## config.mk

```make
export PLATFORM = sky130hd
export DESIGN_NAME = game_sequencer
export DESIGN_NICKNAME = d
export VERILOG_FILES = /design/src/rtl/game_sequencer.sv
export SDC_FILE = /design/constraint.sdc
export NUM_CORES = 1
export LEC_CHECK = 0
export BUFFER_PORTS_ARGS = -buffer_cell sky130_fd_sc_hd__buf_2
export CAP_MARGIN = 30
export CORE_ASPECT_RATIO = 1.25
export CORE_MARGIN = 1
export CORE_UTILIZATION = 53
export CTS_BUF_LIST = sky130_fd_sc_hd__clkbuf_16
export DETAILED_ROUTE_END_ITERATION = 8
export PLACE_DENSITY_LB_ADDON = 0.05
export SLEW_MARGIN = 5
export SYNTH_ARGS = -nofsm -noshare
export SYNTH_HDL_FRONTEND = slang
export SYNTH_SLANG_ARGS = --single-unit
```

## constraint.sdc

```tcl
create_clock -name clk -period 6.6 [get_ports clk]
set_input_delay 0.33 -clock clk [delete_from_list [all_inputs] [get_ports clk]]
set_output_delay 0.33 -clock clk [all_outputs]
set_load 0.03 [all_outputs]
```

## src/rtl/game_sequencer.sv

```systemverilog
// Unicorn Explosion game controller: tick generator, IDLE/RUN/DEAD FSM, map scroll, jump timer, score and level.
// tick/map_req are decoded from registered state; map, score and airborne update on the tick edge.
module game_sequencer #(
    parameter int TICK_DIV    = 100_000,
    parameter int JUMP_TICKS  = 3,
    parameter int LEVEL_SHIFT = 4
) (
    input  logic        clk,
    input  logic        rst_n,
    input  logic        start,
    input  logic        jump_btn,
    input  logic [1:0]  map_in,
    output logic        map_req,
    output logic [15:0] map_tiles,
    output logic        tick,
    output logic        airborne,
    output logic        is_dead,
    output logic [15:0] score,
    output logic [1:0]  level,
    output logic [1:0]  state
);
    localparam int               CNT_W     = $clog2(TICK_DIV + 1);
    localparam logic [CNT_W-1:0] DIV       = CNT_W'(TICK_DIV);
    localparam logic [3:0]       JUMP_LOAD = 4'(JUMP_TICKS);

    typedef enum logic [1:0] {
        IDLE = 2'd0,
        RUN  = 2'd1,
        DEAD = 2'd2
    } state_t;

    state_t           state_q, state_d;
    logic [CNT_W-1:0] cnt_q, cnt_d;
    logic [CNT_W-1:0] period_q, period_d;
    logic [3:0]       jcnt_q, jcnt_d;
    logic             air_q, air_d;
    logic             jump_q;
    logic [15:0]      map_q, map_d;
    logic [15:0]      score_q, score_d;
    logic [1:0]       level_q, level_d;

    logic             tick_w;
    logic             jump_edge;
    logic             fatal;
    logic [1:0]       tile0;
    logic [15:0]      lvl_raw;
    logic [1:0]       level_sat;

    always_comb begin
        tile0     = map_q[15:14];
        tick_w    = (state_q == RUN) && (cnt_q == period_q - CNT_W'(1));
        jump_edge = jump_btn && !jump_q;
        // Collision is judged on the airborne flag as it stood at the start of the tick cycle.
        fatal     = tick_w && (((tile0 == 2'd1) && !air_q) || ((tile0 == 2'd2) && air_q));
        lvl_raw   = score_q >> LEVEL_SHIFT;
        level_sat = (lvl_raw > 16'd3) ? 2'd3 : lvl_raw[1:0];

        state_d  = state_q;
        cnt_d    = cnt_q;
        period_d = period_q;
        jcnt_d   = jcnt_q;
        air_d    = air_q;
        map_d    = map_q;
        score_d  = score_q;
        level_d  = level_sat;
        map_req  = 1'b0;

        case (state_q)
            IDLE, DEAD: begin
                if (start) begin
                    state_d  = RUN;
                    cnt_d    = '0;
                    period_d = DIV;
                    jcnt_d   = '0;
                    air_d    = 1'b0;
                    map_d    = '0;
                    score_d  = '0;
                    level_d  = 2'd0;
                end
            end
            RUN: begin
                cnt_d = tick_w ? '0 : cnt_q + CNT_W'(1);
                // The period is latched at reload so a level change never truncates a running count.
                if (tick_w) begin
                    period_d = DIV >> level_q;
                end
                if (fatal) begin
                    state_d = DEAD;
                end else begin
                    if (tick_w) begin
                        map_req = 1'b1;
                        map_d   = {map_q[13:0], map_in};
                        if (air_q) begin
                            if ((tile0 == 2'd1) && (score_q != 16'hFFFF)) begin
                                score_d = score_q + 16'd1;
                            end
                            jcnt_d = jcnt_q - 4'd1;
                            if (jcnt_q == 4'd1) begin
                                air_d = 1'b0;
                            end
                        end
                    end
                    if (jump_edge && !air_q) begin
                        air_d  = 1'b1;
                        jcnt_d = JUMP_LOAD;
                    end
                end
            end
            default: state_d = IDLE;
        endcase
    end

    always_ff @(posedge clk) begin
        if (!rst_n) begin
            state_q  <= IDLE;
            cnt_q    <= '0;
            period_q <= DIV;
            jcnt_q   <= '0;
            air_q    <= 1'b0;
            jump_q   <= 1'b0;
            map_q    <= '0;
            score_q  <= '0;
            level_q  <= 2'd0;
        end else begin
            state_q  <= state_d;
            cnt_q    <= cnt_d;
            period_q <= period_d;
            jcnt_q   <= jcnt_d;
            air_q    <= air_d;
            jump_q   <= jump_btn;
            map_q    <= map_d;
            score_q  <= score_d;
            level_q  <= level_d;
        end
    end

    assign tick      = tick_w;
    assign map_tiles = map_q;
    assign airborne  = air_q;
    assign is_dead   = (state_q == DEAD);
    assign score     = score_q;
    assign level     = level_q;
    assign state     = state_q;

endmodule

```

==> Word-level counts from Yosys, hierarchy flattened <==
Cells that the tools add are included.
{ "totals": {"in_bits": 6, "word_cells": 87, "reg_bits": 76, "output_inout_bits": 40} }
{ "classes": {"n_addsub": 4, "shifts": 1, "muxes": 37, "eq_ne": 15, "n_reduce_logical": 20, "magnitude_cmp": 1} }
{ "op_table": {"columns": ["cell", "n"], "rows": [
  ["16-bit two-way mux", 7],
  ["17-bit two-way mux", 4],
  ["17-bit one-hot mux with 2 select lines", 2],
  ["16-bit one-hot mux with 2 select lines", 2],
  ["4-bit two-way mux", 5],
  ["17-bit by 1-bit adder with 17-bit output, second input constant", 1],
  ["17-bit == test", 1],
  ["17-bit by 2-bit right shift with 17-bit output, first input constant", 1],
  ["17-bit by 1-bit subtractor with 17-bit output, second input constant", 1],
  ["16-bit by 1-bit adder with 16-bit output, second input constant", 1],
  ["16-bit != test, second input constant", 1],
  ["12-bit by 2-bit > comparator with 1-bit output, second input constant", 1],
  ["2-bit two-way mux", 5],
  ["2-bit != test, second input constant", 5],
  ["1-bit two-way mux", 9],
  ["4-bit one-hot mux with 2 select lines", 1],
  ["4-bit AND reduction", 2],
  ["1-bit logical AND", 7],
  ["3-bit by 2-bit != test with 1-bit output, second input constant", 2],
  ["6-bit AND reduction", 1],
  ["5-bit AND reduction", 1],
  ["2-bit by 1-bit == test with 1-bit output, second input constant", 2],
  ["2-bit == test, second input constant", 2],
  ["4-bit by 1-bit == test with 1-bit output, second input constant", 1],
  ["other kinds (11)", 13]
]} }

==> Depth between registers and ports, before layout <==
Gate-level depths: netlist (run 1).
{ "logic_depth": {"depth_word": 7, "mapped_depth": 13, "mapped_depth_nobuf": 10} }

==> Worst setup path before layout (run 1) <==
Ideal clock, no wire load.
{ "synth_timing": {"kind": "register to register", "startpoint": "reg period_q[12]", "endpoint": "reg map_q[14] (netlist: map_tiles[14])", "setup_ps": 119, "stages_incl_launch_ff": 13, "period_less_slack_ps": 3540, "setup_slack_ps": 3060, "required_time_ps": 6481, "arrival_time_ps": 3421, "path_buffers": 2, "path_cell_list": "dfxtp_1 -> buf_2 -> inv_1 -> ha_1 -> nor3b_2 -> a21oi_1 -> or4_1 -> a32o_1 -> nor4_2 -> nor2_1 -> clkbuf_1 -> a22oi_1 -> nor2b_1"} }
{ "synth_via": {"elab_chain_len": 6, "elab_cells_between_ends": 7, "classes_between": "add/sub: 1; eq/ne: 3; reduce/logical: 3"} }
{ "synth_rtl": {"columns": ["element", "line_no", "source"], "rows": [
  ["start: declaration", "34", "logic [CNT_W-1:0] period_q, period_d;"],
  ["start signal: assignment", "127", "period_q <= period_d;"],
  ["17-bit by 1-bit subtractor with 17-bit output (*)", "51", "tick_w = (state_q == RUN) && (cnt_q == period_q - CNT_W'(1));"],
  ["17-bit == test (*)", "51", null],
  ["1-bit logical AND (*)", "51", null],
  ["1-bit logical AND", "54", "fatal = tick_w && (((tile0 == 2'd1) && !air_q) || ((tile0 == 2'd2) && air_q));"],
  ["2-bit != test (no line)", null, null],
  ["4-bit AND reduction (no line) (*)", null, null],
  ["end signal: assignment", "131", "map_q <= map_d;"],
  ["end: declaration", "38", "logic [15:0] map_q, map_d;"]
]} }
Every way passes the cells marked *; elsewhere a longest branch is shown, timed or not.
A chain may end at the register's enable or synchronous reset.

==> Worst setup path after layout (run 1) <==
{ "layout_timing": {"startpoint": "reg period_q[12]", "endpoint": "out map_req"} }
{ "layout_via": {"elab_chain_len": 6, "elab_cells_between_ends": 7, "classes_between": "add/sub: 1; eq/ne: 1; mux: 3; reduce/logical: 2"} }
{ "layout_rtl": {"columns": ["element", "line_no", "source"], "rows": [
  ["17-bit by 1-bit subtractor with 17-bit output (*)", "51", null],
  ["17-bit == test (*)", "51", null],
  ["1-bit logical AND (*)", "51", null],
  ["1-bit two-way mux or 1-bit logical AND (tied branches)", "90, 54", null],
  ["1-bit two-way mux (*)", "87", "if (fatal) begin"],
  ["1-bit two-way mux (*)", "68", "case (state_q)"],
  ["end: declaration", "13", "output logic map_req,"]
]} }
Marked as above.

==> impl_metrics.yaml, run 1 <==
floorplan:
  rows: 33
  dieArea_mm2: 0.00723
  die_y_um: 94.8
  coreArea_mm2: 0.00661
  initial_core_util_pct: 55.3
  io_pins: 46
  die_x_um: 76.3
grt:
  grt_first_pass_wirelength_mm: 14.0
  grt.overflow.total: 0
  grt_max_degree: 38
  grt_pass1_vias: 2978
  track_usage_pct: 24.9
  antenna_found_initial: 0
layout:
  n_antenna_cell: 0
  final_cells: 558
  drive_gt1_share_pct: 16.3
  syn2layout_area_growth_pct: 16.2
  fin_nets: 481
clock_network:
  post-cts-setup-buffers: 0
  htreeDepth: 3
  ctsHoldBuffers: 0
  cts_max_path_buffers: 2
  cts_made_buffers: 9
  cts_root_buffer: "clkbuf_16"
  clock_latency_ns: 0.33
  cts-resized-gates: 0
  clk_pin_slew_ns: 0.06
  cts_tree: "yes"
  clock-sinks: 68
timing:
  finalCriticalPeriod_ns: 3.58
  worst_pin_slew_ns: 0.974
  worst_slack_ns: 3.02
  fin_setup_tns_ns: 0
  setup_viol: 0
  drv_slew: 0
  skew_ns: 0.00564
  fin_crit_sh_pct: 54.3
  hold_viol_final: 0
  rsz0062_at_grt: "false"
  fmax_mhz: 279
  slew_headroom_pct: 34.9
power_and_ir_drop:
  finalPower_w: 0.00102
  p_per_area_mw_per_mm2: 240
  leakage_nw: 1.59
  peakVddDrop_v: 0.000169
routing:
  drt-pass1-iter-count: 4
  wire_per_inst_um: 15.7
  via_per_inst: 5.85
  num_vias: 3262
  drc: 0
  drt_iter0_markers: 101
  drt.antenna.violating_nets: 0
  routed_wl_mm: 8.76
placed_design:
  port-buffer-count: 45
  place_inst: 542
  gp_congestion: 0.934
  dp_hpwl_mm: 6.12
  preCtsSetupSlack_ns: 3.19
worst_setup_path:
  critPathKind: "register to output port"
  rr_worst_depth: 10
  crit_path_max_incr_delay_ns: 0.54
  cp_cell_sequence: "inv_1, ha_1, nor3b_2, a21oi_1, or4_1, a32o_1, nor4_2, buf_2"
  crit_path_top_delay_cell: "nor4_2"
  path_max_fanout: 8
  startpoint_type: "register"
  end_kind: "output port"
  crit_arrival_ns: 3.25
  worst-endpoint-required_ns: 6.27
outcome:
  outcome: "completed"
yosys:
  async_flop_share_pct: 0
  synth_commonest_cells: "dfxtp_1 (68), nand2_1 (41), nor2_1 (34), nor2b_1 (22), a22oi_1 (18)"
  synth_edf_count: 0
  synth_compound_area_share_pct: 19.2
  synth_flop_cell: "dfxtp_1"
  synth_seq_cells: 68
  synth_top_area_share_pct: 37.2
  synth-xor-area-share_pct: 5.99
  yosysTopAreaCell: "dfxtp_1"
  ys_warn_count: 0
  ys_seq_area_share_pct: 37.2
  synth_most_common_cell: "dfxtp_1"
  synth_top_family_by_area: "simple AND/OR/NAND/NOR gates"
  synth.area.top_cells: "dfxtp_1 (37%), nand2_1 (4.2%), nor2b_1 (3.8%), a22oi_1 (3.7%), xor2_1 (3.6%)"
  yosys.area_share.simple_pct: 30.3
  yosys.cell_types.count: 61
  syn_inst: 430
  synth_area_mm2: 0.00365
  synth.area.mux_share_pct: 0.274
  synth_nets: 445
  avgSynthCellArea_um2: 8.50
  synthAdderAreaFrac_pct: 3.08
run:
  maxCapViolCount: 0
min_path:
  holdPathStages: 2
  hold_class: "primary input to register"
[per-stage QoR]
| step | instance area (µm²) | utilization, % | hold slack (ns) |
|---|---|---|---|
| 3_3_place_gp | 3900 | 59.0 | 0.471 |
| 5_1_grt | 4250 | 64.3 | 0.231 |
| 2_1_floorplan | 3650 | - | 0.452 |
| 6_report | 4250 | 64.3 | 0.220 |
| 3_5_place_dp | 3900 | 59.0 | 0.479 |
| 4_1_cts | 4250 | 64.3 | 0.215 |
[flip-flops by register name (all words and copies together), names as in the netlist]
register / cells
jcnt_q: 4
map_tiles: 16
level: 2
period_q: 9
score: 16
jump_q: 1
cnt_q: 17
state: 2
airborne: 1
[worst max-delay path: cells and delay by family, from the launching register on]
family | cells | cell delay, ns
compound gates | 2 | 0.49
buf+inv | 2 | 0.44
flops | 1 | 0.38
fa+ha+maj | 1 | 0.24
simple gates | 3 | 1.38
[layout by cell type, fill, tap and decap left out, types with 7 or more instances in the layout]
master	Yosys	final
a21oi_1	16	16
a22oi_1	18	18
a31oi_1	7	7
and2_1	11	11
buf_2	2	45
clkbuf_16	0	9
dfxtp_1	68	68
ha_1	9	9
inv_1	11	11
nand2_1	41	41
nand2b_1	10	10
nand3_1	17	17
nand4_1	7	7
nor2_1	34	34
nor2b_1	22	22
nor3_1	7	7
o211ai_1	8	8
o21ai_0	14	14
xnor2_1	10	10
xor2_1	15	15
[layer usage]
layer	up-vias	routed length (µm)	global-route usage, %
met1	1538	3690	27.3
met5	-	0	0
li1	1626	-	-
met3	23	336	5.31
met2	75	4430	44.1
met4	0	298	15.2
[logic make-up (layout without fill, tap and decap cells)]
| group | Yosys count | after routing |
|---|---|---|
| xor gates and xnor gates | 25 | 25 |
| adders and majority gates | 9 | 9 |
| AOI/OAI and AO/OA | 101 | 101 |
| buffers and inverters | 32 | 73 |
| DFF | 68 | 68 |
| muxes | 1 | 1 |
| and+or+nand+nor | 194 | 194 |
[path summary, 6_finish.rpt]
kind,startpoint,end,slack (ns)
worst min-delay path,jump_btn,jump_q,0.22
worst min register to register,score[8],score[8],0.49
worst max register to register,period_q[12],map_tiles[5],3.14
worst max-delay path,period_q[12],map_req,3.02
[power breakdown]
part | leakage (nW) | total [W] | switching [W] | internal (W)
sequential | 0.549 | 0.000418 | 0.00000418 | 0.000413
combinational | 0.873 | 0.0000449 | 0.0000319 | 0.0000130
clock | 0.170 | 0.000558 | 0.000186 | 0.000371
[final cells by class]
class	instances	area (µm²)
fill	603	2360
tap	87	109
timing repair buffer	46	233
sequential	68	1360
inverter	11	41.3
clock inverter	7	125
multi-input combinational	330	2150
clock buffer	9	225
Note: power is estimated with default switching activity, not from simulation.
==> run 2, diff against run 1 <==
- clock period: 6.6 -> 3.65 ns (I/O delays scaled with it)
==> impl_metrics.yaml, run 2 (same netlist as run 1, synthesis figures left out) <==
outcome:
  outcome: "completed"
grt:
  grt_busiest_layer: "met2"
  grt.overflow.total: 0
  met2_usage_pct: 45.9
  grt_pass1_vias: 3019
  gr-usage-met1_pct: 29.8
  antenna_found_initial: 0
  grt_first_pass_wirelength_mm: 14.6
  grt_max_degree: 33
  grt_use_met3_pct: 4.83
  track_usage_pct: 25.4
floorplan:
  coreArea_mm2: 0.00661
  die_x_um: 76.3
  rows: 33
  initial_core_util_pct: 55.3
  io_pins: 46
  die_y_um: 94.8
  dieArea_mm2: 0.00723
layout:
  layout_commonest_cell: "dfxtp_1"
  n_antenna_cell: 0
  syn2layout_area_growth_pct: 16.7
  regMostFlops: "cnt_q"
  final_util_pct: 64.6
  drive_gt1_share_pct: 17.6
  fin_nets: 488
  largest_register_ffs: 17
  layout_common_cells: "dfxtp_1 (68), buf_2 (45), nand2_1 (41)"
clock_network:
  cts_tree: "yes"
  cts_root_buffer: "clkbuf_16"
  htreeDepth: 3
  clock-sinks: 68
  cts_made_buffers: 9
  clk_pin_slew_ns: 0.06
  clock_latency_ns: 0.33
  ctsHoldBuffers: 0
  cts_max_path_buffers: 2
placed_design:
  port-buffer-count: 45
  dp_hpwl_mm: 6.29
  gp_congestion: 0.920
timing:
  fin_setup_tns_ns: 0
  skew_ns: 0.00755
  drv_slew: 0
  finalCriticalPeriod_ns: 3.31
  worst_pin_slew_ns: 0.831
  rsz0062_at_grt: "false"
  fmax_mhz: 302
  fin_crit_sh_pct: 90.8
  setup_viol: 0
  hold_viol_final: 0
  slew_headroom_pct: 43.8
worst_setup_path:
  worst-endpoint-required_ns: 3.47
  crit_arrival_ns: 3.13
  path_max_fanout: 8
  critPathKind: "register to output port"
  crit_start: "period_q[12]"
  startpoint_type: "register"
  timing.rr.start: "period_q[12]"
  end_kind: "output port"
routing:
  drt.antenna.violating_nets: 0
  drt-pass1-iter-count: 5
  routed_wl_mm: 8.82
  drc: 0
  via_per_inst: 5.82
  drt_iter0_markers: 167
  num_vias: 3290
  wire_per_inst_um: 15.6
power_and_ir_drop:
  peakVddDrop_v: 0.000264
  p_per_area_mw_per_mm2: 404
  leakage_nw: 1.60
  finalPower_w: 0.00172
min_path:
  min-delay-start: "jump_btn"
  hold_class: "primary input to register"
run:
  maxCapViolCount: 0
[run 2: critical path, cell delays in order (launching register included)]
cell,delay [ns]
dfxtp_1,0.37
inv_1,0.14
ha_1,0.24
nor3b_2,0.35
a21oi_1,0.10
or4_1,0.47
a32o_1,0.41
nor4_4,0.41
buf_2,0.29
[run 2: repair_timing]
item / 4_1_cts / 5_1_grt
endpoints found under the hold margin: 0 / 0
gates resized for setup: 0 / 2
setup buffers: 0 / 2
setup endpoints to repair: 0 / 10
[run 2: stage by stage]
stage | instances | cell area, µm² | hold WS, ns | setup slack (ns)
3_3_place_gp | 546 | 3930 | 0.409 | 0.376
3_5_place_dp | 546 | 3930 | 0.415 | 0.294
6_report | 565 | 4270 | 0.0790 | 0.335
5_1_grt | 565 | 4270 | 0.0772 | 0.0837
4_1_cts | 562 | 4230 | 0.0722 | 0.267
2_1_floorplan | 430 | 3650 | 0.304 | 0.110
[run 2: per-layer routing]
layer / vias to the layer above / part of all wire, % / wire length [µm]
met4: 0 / 1.9 / 172
met2: 84 / 50 / 4430
met1: 1551 / 44 / 3880
li1: 1641 / - / -
met5: - / 0 / 0
met3: 14 / 3.9 / 340
[run 2: layout make-up]
cell class	instances	area, µm²
repair buffers	53	285
fillers	591	2340
inverters	11	41.3
clock buffers	9	225
clock inverters	7	75.1
multi-input cells	330	2170
well taps	87	109
flip-flops and latches	68	1360
[run 2: report_power, final]
group	internal, W	switching (W)
sequential	0.000747	0.00000760
combinational	0.0000273	0.0000595
clock	0.000532	0.000348
[run 2: final timing paths]
path / endpoint / slack [ns] / cells past startpoint
max reg2reg: period_q[10] / 0.35 / 10
min reg2reg: score[8] / 0.48 / 2
max: tick / 0.34 / 8
min: jump_q / 0.08 / 2
